### src/rtl/fetch_pkg.sv
// Shared types and constants for the instruction-fetch sequencer.
package fetch_pkg;

  typedef enum logic [1:0] {
    FETCH_REQ,
    FETCH_WAIT,
    FETCH_HOLD
  } fetch_state_e;

  localparam int ILEN    = 32;
  localparam int PC_STEP = 4;

endpackage

### src/rtl/fetch_pc_reg.sv
// Program counter register: redirect beats sequential step, and redirect
// targets are forced halfword-aligned by clearing bit 0.
module fetch_pc_reg
  import fetch_pkg::*;
#(
  parameter int              XLEN       = 32,
  parameter logic [XLEN-1:0] RESET_ADDR = '0
) (
  input  logic            clock,
  input  logic            reset,
  input  logic            load_seq,
  input  logic            load_redirect,
  input  logic [XLEN-1:0] redirect_addr,
  output logic [XLEN-1:0] pc
);

  localparam logic [XLEN-1:0] BIT0_MASK = ~{{(XLEN-1){1'b0}}, 1'b1};

  logic [XLEN-1:0] pc_q;
  logic [XLEN-1:0] pc_d;

  always_comb begin
    pc_d = pc_q;
    if (load_redirect) begin
      pc_d = redirect_addr & BIT0_MASK;
    end else if (load_seq) begin
      pc_d = pc_q + XLEN'(PC_STEP);
    end
  end

  always_ff @(posedge clock or posedge reset) begin
    if (reset) begin
      pc_q <= RESET_ADDR & BIT0_MASK;
    end else begin
      pc_q <= pc_d;
    end
  end

  assign pc = pc_q;

endmodule

### src/rtl/fetch_sequencer.sv
// Fetch controller: one outstanding imem request, wrong-path responses are
// dropped after a redirect, fetched words are held for decode in a register.
module fetch_sequencer
  import fetch_pkg::*;
#(
  parameter int              XLEN       = 32,
  parameter logic [XLEN-1:0] RESET_ADDR = '0
) (
  input  logic            clock,
  input  logic            reset,
  output logic            imem_req_valid,
  output logic [XLEN-1:0] imem_req_addr,
  input  logic            imem_req_ready,
  input  logic            imem_resp_valid,
  input  logic [ILEN-1:0] imem_resp_data,
  input  logic            redirect,
  input  logic [XLEN-1:0] redirect_addr,
  output logic            inst_valid,
  output logic [ILEN-1:0] inst_data,
  output logic [XLEN-1:0] inst_pc,
  input  logic            inst_ready
);

  fetch_state_e    state_q, state_d;
  logic            drop_q, drop_d;
  logic            instValid_q, instValid_d;
  logic [ILEN-1:0] instData_q, instData_d;
  logic [XLEN-1:0] instPc_q, instPc_d;
  logic            loadSeq;
  logic [XLEN-1:0] pc;

  fetch_pc_reg #(
    .XLEN      (XLEN),
    .RESET_ADDR(RESET_ADDR)
  ) u_pc (
    .clock        (clock),
    .reset        (reset),
    .load_seq     (loadSeq),
    .load_redirect(redirect),
    .redirect_addr(redirect_addr),
    .pc           (pc)
  );

  always_comb begin
    state_d     = state_q;
    drop_d      = drop_q;
    instValid_d = instValid_q;
    instData_d  = instData_q;
    instPc_d    = instPc_q;
    loadSeq     = 1'b0;
    case (state_q)
      FETCH_REQ: begin
        if (imem_req_ready) begin
          state_d = FETCH_WAIT;
          drop_d  = redirect;
        end
      end
      FETCH_WAIT: begin
        if (imem_resp_valid) begin
          // A response racing a redirect belongs to the old path.
          if (drop_q || redirect) begin
            state_d = FETCH_REQ;
            drop_d  = 1'b0;
          end else begin
            state_d     = FETCH_HOLD;
            instValid_d = 1'b1;
            instData_d  = imem_resp_data;
            instPc_d    = pc;
            loadSeq     = 1'b1;
          end
        end else if (redirect) begin
          drop_d = 1'b1;
        end
      end
      FETCH_HOLD: begin
        if (redirect || inst_ready) begin
          state_d     = FETCH_REQ;
          instValid_d = 1'b0;
        end
      end
      default: state_d = FETCH_REQ;
    endcase
  end

  always_ff @(posedge clock or posedge reset) begin
    if (reset) begin
      state_q     <= FETCH_REQ;
      drop_q      <= 1'b0;
      instValid_q <= 1'b0;
      instData_q  <= '0;
      instPc_q    <= '0;
    end else begin
      state_q     <= state_d;
      drop_q      <= drop_d;
      instValid_q <= instValid_d;
      instData_q  <= instData_d;
      instPc_q    <= instPc_d;
    end
  end

  assign imem_req_valid = (state_q == FETCH_REQ);
  assign imem_req_addr  = pc;
  assign inst_valid     = instValid_q;
  assign inst_data      = instData_q;
  assign inst_pc        = instPc_q;

  // Memory must only answer while a request is outstanding.
  respOnlyInWait: assert property (@(posedge clock) disable iff (reset)
    imem_resp_valid |-> (state_q == FETCH_WAIT));

endmodule

### config.mk
export PLATFORM = sky130hd
export DESIGN_NAME = fetch_sequencer
export DESIGN_NICKNAME = d
export VERILOG_FILES = /design/src/rtl/fetch_pkg.sv /design/src/rtl/fetch_pc_reg.sv /design/src/rtl/fetch_sequencer.sv
export SDC_FILE = /design/constraint.sdc
export NUM_CORES = 1
export LEC_CHECK = 0
export ABC_AREA = 1
export CAP_MARGIN = 0
export CORE_MARGIN = 3
export CORE_UTILIZATION = 41
export CTS_CLUSTER_DIAMETER = 150
export DETAILED_ROUTE_END_ITERATION = 8
export HOLD_SLACK_MARGIN = 0.05
export PLACE_DENSITY = 0.76
export RECOVER_POWER = 50
export SKIP_LAST_GASP = 1
export SYNTH_ARGS = -nofsm -noshare
export SYNTH_HDL_FRONTEND = slang
export SYNTH_SLANG_ARGS = --single-unit
### constraint.sdc
create_clock -name clock -period 2.9 [get_ports clock]
set_input_delay 0.29 -clock clock [delete_from_list [all_inputs] [get_ports clock]]
set_output_delay 0.29 -clock clock [all_outputs]
set_load 0.01 [all_outputs]
-- Word-level counts from Yosys, hierarchy flattened
Index checks and enable logic that the tools add are counted.
- bits in registers: 100
- input port bits: 70
- output and inout port bits: 98
- logic and storage cells: 45
- add/sub/neg operators: 1
- equality and inequality tests: 8
- multiplexer cells: 19
- bitwise operators: 1
- reduce and logical (&&, ||, !) cells: 10
- operators with widths (operator ; count):
    $mux 32 ; 2
    $add 32x3->32 const B ; 1
    $mux 1 ; 10
    $mux 2 ; 4
    $reduce_and 4->1 ; 2
    $ne 2x2->1 const B ; 3
    $ne 3x3->1 const B ; 2
    $pmux 2 s3 ; 1
    $reduce_and 3->1 ; 2
    $reduce_bool 2->1 ; 3
    $pmux 1 s2 ; 2
    $eq 2x1->1 const B ; 1
    $eq 2x2->1 const B ; 1
    $logic_not 2->1 ; 1
    $logic_or 1x1->1 ; 2
    $ne 2x1->1 const B ; 1
    $not 1->1 ; 1

-- Longest topological paths before layout
Gate-level depths: netlist (run 1).
- depth after elaboration: 6
- mapped depth: 9
- mapped depth without buffers: 8

-- By module
A second synthesis (run 1) with hierarchy kept.
- cells, all modules: 620
- area total of the unflattened synthesis: 4853.4 um^2
- modules (own cells, without submodules) (module ; instances ; cells each ; area each (um^2) ; seq. area each (um^2)):
    fetch_sequencer ; 1 ; 306 ; 2668.8 ; 1701.6
    fetch_pc_reg ; 1 ; 314 ; 2184.6 ; 775.7

-- Least setup slack after synthesis (run 1)
No wires, ideal clock.
- kind: register to register
- start: register u_pc.pc_q[3], in the netlist u_pc.pc[3]
- end: register u_pc.pc_q[14], in the netlist u_pc.pc[14]
- library setup time: 0.117 ns
- data arrival time: 1.330 ns
- required time: 2.783 ns
- slack: 1.453 ns
- cell stages (with the launch flop): 9
- buffers on the path: 0
- period minus slack after synthesis: 1.447 ns
- cells stage by stage: dfrtp_1 ha_1 nand2_1 nor2_2 nand2_1 nor2_1 nand2_1 nand3_1 nand2_1
- longest elaborated chain between the ends: 3
- RTL lines (what ; line ; text):
    from (decl) ; fetch_pc_reg.sv:19 ; logic [XLEN-1:0] pc_q;
    from (signal assigned) ; fetch_pc_reg.sv:33 ; pc_q <= RESET_ADDR & BIT0_MASK;
    from (signal assigned) ; fetch_pc_reg.sv:35 ; pc_q <= pc_d;
    $add 32x3->32 ; fetch_pc_reg.sv:27 ; pc_d = pc_q + XLEN'(PC_STEP);
    $mux 32 ; fetch_pc_reg.sv:26 ; end else if (load_seq) begin
    $mux 32 ; fetch_pc_reg.sv:24 ; if (load_redirect) begin
Every way passes these cells. The select of a mux whose other input is x is not followed.
A chain may end at the register's enable or synchronous reset.

-- Worst setup path after layout (run 1)
- start: input redirect
- end: register u_pc.pc_q[10], in the netlist u_pc.pc[10]
- longest elaborated chain between the ends: 5
- elaborated cells between the ends (all ways): 6
- those cells by class: mux: 4; reduce/logical: 2
- RTL lines (what ; line ; text):
    from (decl) ; fetch_sequencer.sv:16 ; input logic redirect,
    $logic_or 1x1->1 ; fetch_sequencer.sv:61 ; if (drop_q || redirect) begin
    $mux 1 ; fetch_sequencer.sv:61 ;
    $mux 1 ; fetch_sequencer.sv:59 ; if (imem_resp_valid) begin
    $mux 1 ; fetch_sequencer.sv:51 ; case (state_q)
    $reduce_bool 2->1 (no source line) ; -- ;
Several ways; a longest one is shown, not always the timed one.

==> results of run 1 <==
-- power breakdown --
part | total [mW] | switching (mW) | internal (mW) | leakage (nW)
Combinational | 2.13 | 0.990 | 1.14 | 2.02
Clock | 1.15 | 0.498 | 0.650 | 0.143
Sequential | 2.22 | 0.341 | 1.88 | 1.20
Total | 5.49 | 1.83 | 3.66 | 3.37
-- sequential cells by signal (all words and copies together) (netlist names) --
name,count
inst_data,32
state_q,2
inst_valid,1
u_pc.pc,31
drop_q,1
inst_pc,31
-- final cells by class --
cell class | count | area, sq um
Clock buffer | 14 | 274.0
Clock inverter | 2 | 10.01
Fill cell | 1034 | 4598
Inverter | 68 | 257.7
Multi-Input combinational cell | 493 | 2074
Sequential cell | 98 | 2452
Tap cell | 143 | 178.9
Timing Repair Buffer | 171 | 1719
-- through the flow --
stage | worst slack (ns) | std cells | instance area (sq um)
finish | 0.8956 | 989 | 6967
detailed placement | 0.5628 | 973 | 6686
CTS | 0.9024 | 989 | 6970
global placement | 0.5771 | 973 | 6686
floorplan | 0.04793 | 685 | 4935
global route | 0.6236 | 989 | 6967
-- logic make-up (layout without fill, tap and decap cells) --
logic type / Yosys count / in the layout / share of synthesized area, %
flops: 98 / 98 / 49.73
fa+ha+maj: 1 / 1 / 0.2537
buf+inv: 94 / 255 / 8.475
simple gates: 445 / 445 / 36.74
xor+xnor: 1 / 1 / 0.1777
compound gates: 44 / 44 / 4.542
other cells: 1 / 2 / 0.07605
-- worst max-delay path: cells and delay by family --
kind / cells / cell delay, ns
AND/OR/NAND/NOR: 3 / 0.53
buffers and inverters: 5 / 1.39
-- synthesized netlist by cell type --
cell type / count
nand2_1: 276
dfrtp_1: 98
nor2_1: 84
inv_1: 65
nand3_1: 61
o21ai_0: 37
nor2_2: 16
buf_2: 9
clkbuf_1: 7
buf_4: 6
buf_6: 4
nand3b_1: 4
a21oi_1: 3
o21ai_1: 2
or2_2: 2
a31oi_1: 1
and2_1: 1
clkinv_1: 1
clkinv_2: 1
conb_1: 1
ha_1: 1
inv_2: 1
nand4_1: 1
o211ai_1: 1
xor2_1: 1
-- per-layer routing --
metal	routed length [microns]	global-route usage [%]
met1	5925	26.69
met2	6318	33.76
met3	1133	5.587
met4	246	7.502
met5	0	0
-- path summary, 6_finish.rpt --
kind,endpoint,slack (ns)
worst max-delay path,u_pc.pc[10],0.90
worst min-delay path,inst_data[8],0.47
worst max register to register,u_pc.pc[10],0.92
worst min register to register,inst_data[13],0.47
max in group asynchronous,inst_pc[2],0.96
min in group asynchronous,inst_data[14],0.89
==> results.md, run 1 <==
- Die area: 0.01338 sq mm
- CP required: 3.13 ns
- Layout Nets: 912
- Vias in the first global route: 4,475
- Post CTS Setup Buffer Count: 0
- DIE WIDTH: 115.7 microns
- Global Route Usage Sum: 20.72%
- Relative slew slack: -27.28%
- Critical path class: primary input to flop
- Max Fclk: 498.9 MHz
- Worst hold slack: 0.4709 ns
- Global route total overflow: 0
- Clock transition at path regs: 0.07 ns
- # H-tree levels: 3
- Worst setup EP type: flop
- Root Driver: clkbuf_16
- CP Launch Type: primary input
- Cell Chain, Critical Path: clkdlybuf4s50_1 -> buf_4 -> clkinv_1 -> buf_4 -> nand2_1 -> inv_1 -> nand2_1 -> nand3_1
- Reg2Reg Depth: 7
- Final min period: 2.004 ns
- Final Hold Viols: 0
- CP max stage delay: 0.48 ns
- Worst Tran Pin Value: 1.899 ns
- Drt total wl: 13,620 microns
- Post-synthesis cell count: 684
- Largest cells by area after synthesis: dfrtp_1 (50%), nand2_1 (21%), nor2_1 (6.4%), nand3_1 (6.2%), inv_1 (4.9%)
- Syn Std Cell Area: 0.004931 sq mm
- # diodes: 0
- Share of the yosys chip area belonging to registers: 49.73%
- Slowest CP cell: clkdlybuf4s50_1
- DIE HEIGHT: 115.7 microns
- Port-buffer cells: 164
- Hold Crit Class: primary input to flop
- Pwr dens: 788.4 mW/mm^2
- GP Congestion: 0.8234
- #FFs+latches synth: 98
- P&R area growth vs syn: 41.28%
- CTS buffer count: 9
- Hold buffer count at cts: 0
- Worst hold path depth: 3
- Worst r2r src: state_q[1]
- Crit Path Max Fanout: 35
- Initial antenna violation count: 0
- Cell variety after synth: 25
- Crit. Startpoint: redirect
- Pwr Total: 5.493 mW
- Slew Limit Fails: 41
- Tcrit/Tclk final: 69.12%
- Site row count: 39
- CTS tree: done
- Most frequent cells in the layout: nand2_1 (276), clkdlybuf4s50_1 (131), dfrtp_1 (98)
- Max VDD drop: 0.3872 mV
- IO Count: 168
- Worst skew pair latency: 0.35 ns
- Post-synth top area cell: dfrtp_1
- Drt drc: 0
- Post-DRT Antenna Nets: 0
- Maximum buffer depth of the clock tree: 2
- RSZ-0062 raised after global routing: no
- Largest net degree at the start of global routing: 77
- Hold_sp: imem_resp_data[8]
- Post-synth top area share: 49.73%
- Clock Skew: 0.005449 ns
- # Max-Cap Violations: 1
- Routed vias: 4,762
- Wire per inst: 13.78 microns
- Initial Utilization: 42.64%
- Clk sink count: 98
- Initial DRC Count: 261
- Core Util, Final: 60.24%
- Final setup vio count: 0
- Post-synthesis area per instance: 7.209 sq um
- Commonest non-fill, non-tap cell in the layout: nand2_1
- Status: complete, but fails checks
- Share of cells above drive strength 1: 4.965%
- Post-cts gate resize count: 0
- Final HPWL DP: 9731 microns
- Drt pass-1 iters: 5
- CP arrival: 2.23 ns
- Yosys warns: 0
- Violated checks: capacitance limit, slew limit
- Leak Pwr: 3.369 nW
- Post-route setup TNS: 0 ns
- Via-to-Cell Ratio: 4.815
- Core area: 0.01156 sq mm
- First-pass GRT wire length: 21,870 microns
(Power assumes the default switching activity.)
==> run 2: changes to the inputs <==
clock period = 1.8 ns   (was 2.9 ns; I/O delays follow)
==> run 2 against run 1 <==
  * The flow now finishes without violations
  * Global-route usage increased by 0.56 points
  * Final cell count increased by 0.81%
  * Worst setup slack got worse by 0.76 ns
  * Largest power group unchanged
==> results.md, run 2 (synthesis results as in run 1) <==
- Wire per inst: 13.93 microns
- Initial antenna violation count: 0
- Net Switching: 3.005 mW
- Pwr dens: 1305 mW/mm^2
- Max VDD drop: 0.8278 mV
- Sequential cell area: 0.002452 sq mm
- Crit Path Max Fanout: 6
- Worst Tran Pin Value: 1.251 ns
- R2R setup slack: 0.13 ns
- Maximum buffer depth of the clock tree: 2
- Worst skew pair latency: 0.35 ns
- Status: complete, no violations
- Relative slew slack: 16.63%
- CTS buffer count: 9
- CTS tree: done
- Vias in the first global route: 4,605
- Clock transition at path regs: 0.07 ns
- Final setup vio count: 0
- Worst setup EP type: flop
- Max reg flops: 32
- Die area: 0.01338 sq mm
- Core area: 0.01156 sq mm
- Clk network pwr share: 24.0%
- # diodes: 0
- # Max-Cap Violations: 0
- Placed instance count: 982
- CP required: 2.10 ns
- Final HPWL DP: 9908 microns
- Cell with the most instances on the worst path: nand2_1
- Max Fclk: 599.1 MHz
- Final min period: 1.669 ns
- Post-route insts no fill: 997
- Global route total overflow: 0
- Core Util, Final: 61.65%
- CP max stage delay: 0.43 ns
- Site row count: 39
- Slowest CP cell: dfrtp_1
- Sw Ratio: 32.30%
- Area of the multi-input gates: 0.002085 sq mm
- First-pass GRT wire length: 22,520 microns
- Post CTS Setup Buffer Count: 0
- Post-DRT Antenna Nets: 0
- CP Launch Type: flop
- IO Count: 168
- Hold Crit Class: primary input to flop
- Port-buffer cells: 164
- Worst hold path depth: 3
- Routed vias: 4,821
- Via-to-Cell Ratio: 4.836
- DIE HEIGHT: 115.7 microns
- P_int: 6.299 mW
- Hold path endpoint: inst_data[30]
- Largest net degree at the start of global routing: 99
- Initial Utilization: 42.64%
- Critical path class: flop to flop
- Initial DRC Count: 277
- P&R area growth vs syn: 44.58%
- Slew Limit Fails: 0
- Tcrit/Tclk final: 92.73%
- Drt total wl: 13,890 microns
- # H-tree levels: 3
- Leak Pwr: 3.426 nW
- Commonest non-fill, non-tap cell in the layout: nand2_1
- Hold buffer count at cts: 0
- Clk sink count: 98
- Share of cells above drive strength 1: 5.972%
- Combinational share of power: 37.7%
- GP Congestion: 0.8460
- Clock Skew: 0.006410 ns
- Drt pass-1 iters: 5
- Worst r2r src: u_pc.pc[3]
- Fill count: 1,038
- CP arrival: 1.96 ns
- Flop pwr share: 38.3%
- Worst R2R End: u_pc.pc[14]
- Root Driver: clkbuf_16
- Final Hold Viols: 0
- Global Route Usage Sum: 21.28%
- Most frequent cells in the layout: nand2_1 (276), clkdlybuf4s50_1 (136), dfrtp_1 (98)
- DIE WIDTH: 115.7 microns
- Hold_sp: imem_resp_data[30]
- Drt drc: 0
- Reg2Reg Depth: 8
- Cell Chain, Critical Path: ha_1 -> nand2_1 -> nor2_4 -> nand2_1 -> buf_4 -> o21ai_0 -> nand3_1 -> nand2_1
- Layout Nets: 921
-- run 2: final cells by class --
| cell class | count | area share [%] |
|---|---|---|
| clock buffers | 10 | 3.352 |
| well taps | 143 | 2.510 |
| flip-flops and latches | 98 | 34.40 |
| inverters | 68 | 3.650 |
| clock inverters | 5 | 1.439 |
| multi-input cells | 493 | 29.24 |
| repair buffers | 180 | 25.41 |
-- run 2: power groups by stage --
| stage | logic [mW] | registers (mW) | clock network (mW) |
|---|---|---|---|
| 2_1_floorplan | 1.13 | 3.94 | 0 |
| 3_3_place_gp | 3.60 | 3.60 | 0 |
| 3_5_place_dp | 3.66 | 3.61 | 0 |
| 4_1_cts | 3.68 | 3.58 | 2.30 |
| 5_1_grt | 3.90 | 3.68 | 2.37 |
| 6_report | 3.50 | 3.56 | 2.24 |
-- run 2: critical path, delay by kind of cell (launching register included) --
family,cells,cell delay (ns)
and+or+nand+nor,5,0.61
DFF,1,0.43
adders and majority gates,1,0.22
AOI/OAI and AO/OA,1,0.19
buffers and inverters,1,0.18
-- run 2: metal layers --
metal / share of wire [%] / track usage, % / vias to the layer above / wire length, microns
met4: 1.4 / 4.486 / 0 / 192
met5: 0 / 0 / - / 0
met2: 48 / 34.61 / 147 / 6599
li1: - / - / 2426 / -
met1: 45 / 28.25 / 2235 / 6184
met3: 6.6 / 6.684 / 13 / 915
-- run 2: how the worst max path moves through the flow --
| stage | start | to | slack (ns) | depth (start not counted) |
|---|---|---|---|---|
| global placement | redirect | u_pc.pc[10] | 0.14 | 7 |
| finish | u_pc.pc[3] | u_pc.pc[14] | 0.13 | 8 |
| global route | u_pc.pc[3] | u_pc.pc[14] | -0.004 | 8 |
| detailed placement | redirect | u_pc.pc[19] | 0.11 | 7 |
| floorplan | u_pc.pc[3] | u_pc.pc[14] | 0.35 | 8 |
| CTS | state_q[1] | imem_req_valid | 0.11 | 2 |
-- run 2: what timing repair did --
| item | in CTS | in global routing |
|---|---|---|
| resized for setup | 0 | 2 |
| setup endpoints to repair | 0 | 3 |
| hold endpoints to repair | 0 | 0 |
-- run 2: stage by stage --
stage	setup TNS [ns]	hold slack, ns	instance area (sq um)	power, mW	worst slack, ns
floorplan	0	0.2896	4938	5.073	0.3526
global placement	0	0.4603	6805	7.201	0.1444
detailed placement	0	0.4643	6805	7.268	0.1110
CTS	0	0.3395	7147	9.560	0.1055
global route	-0.003682	0.3531	7129	9.950	-0.003682
finish	0	0.3499	7129	9.304	0.1308
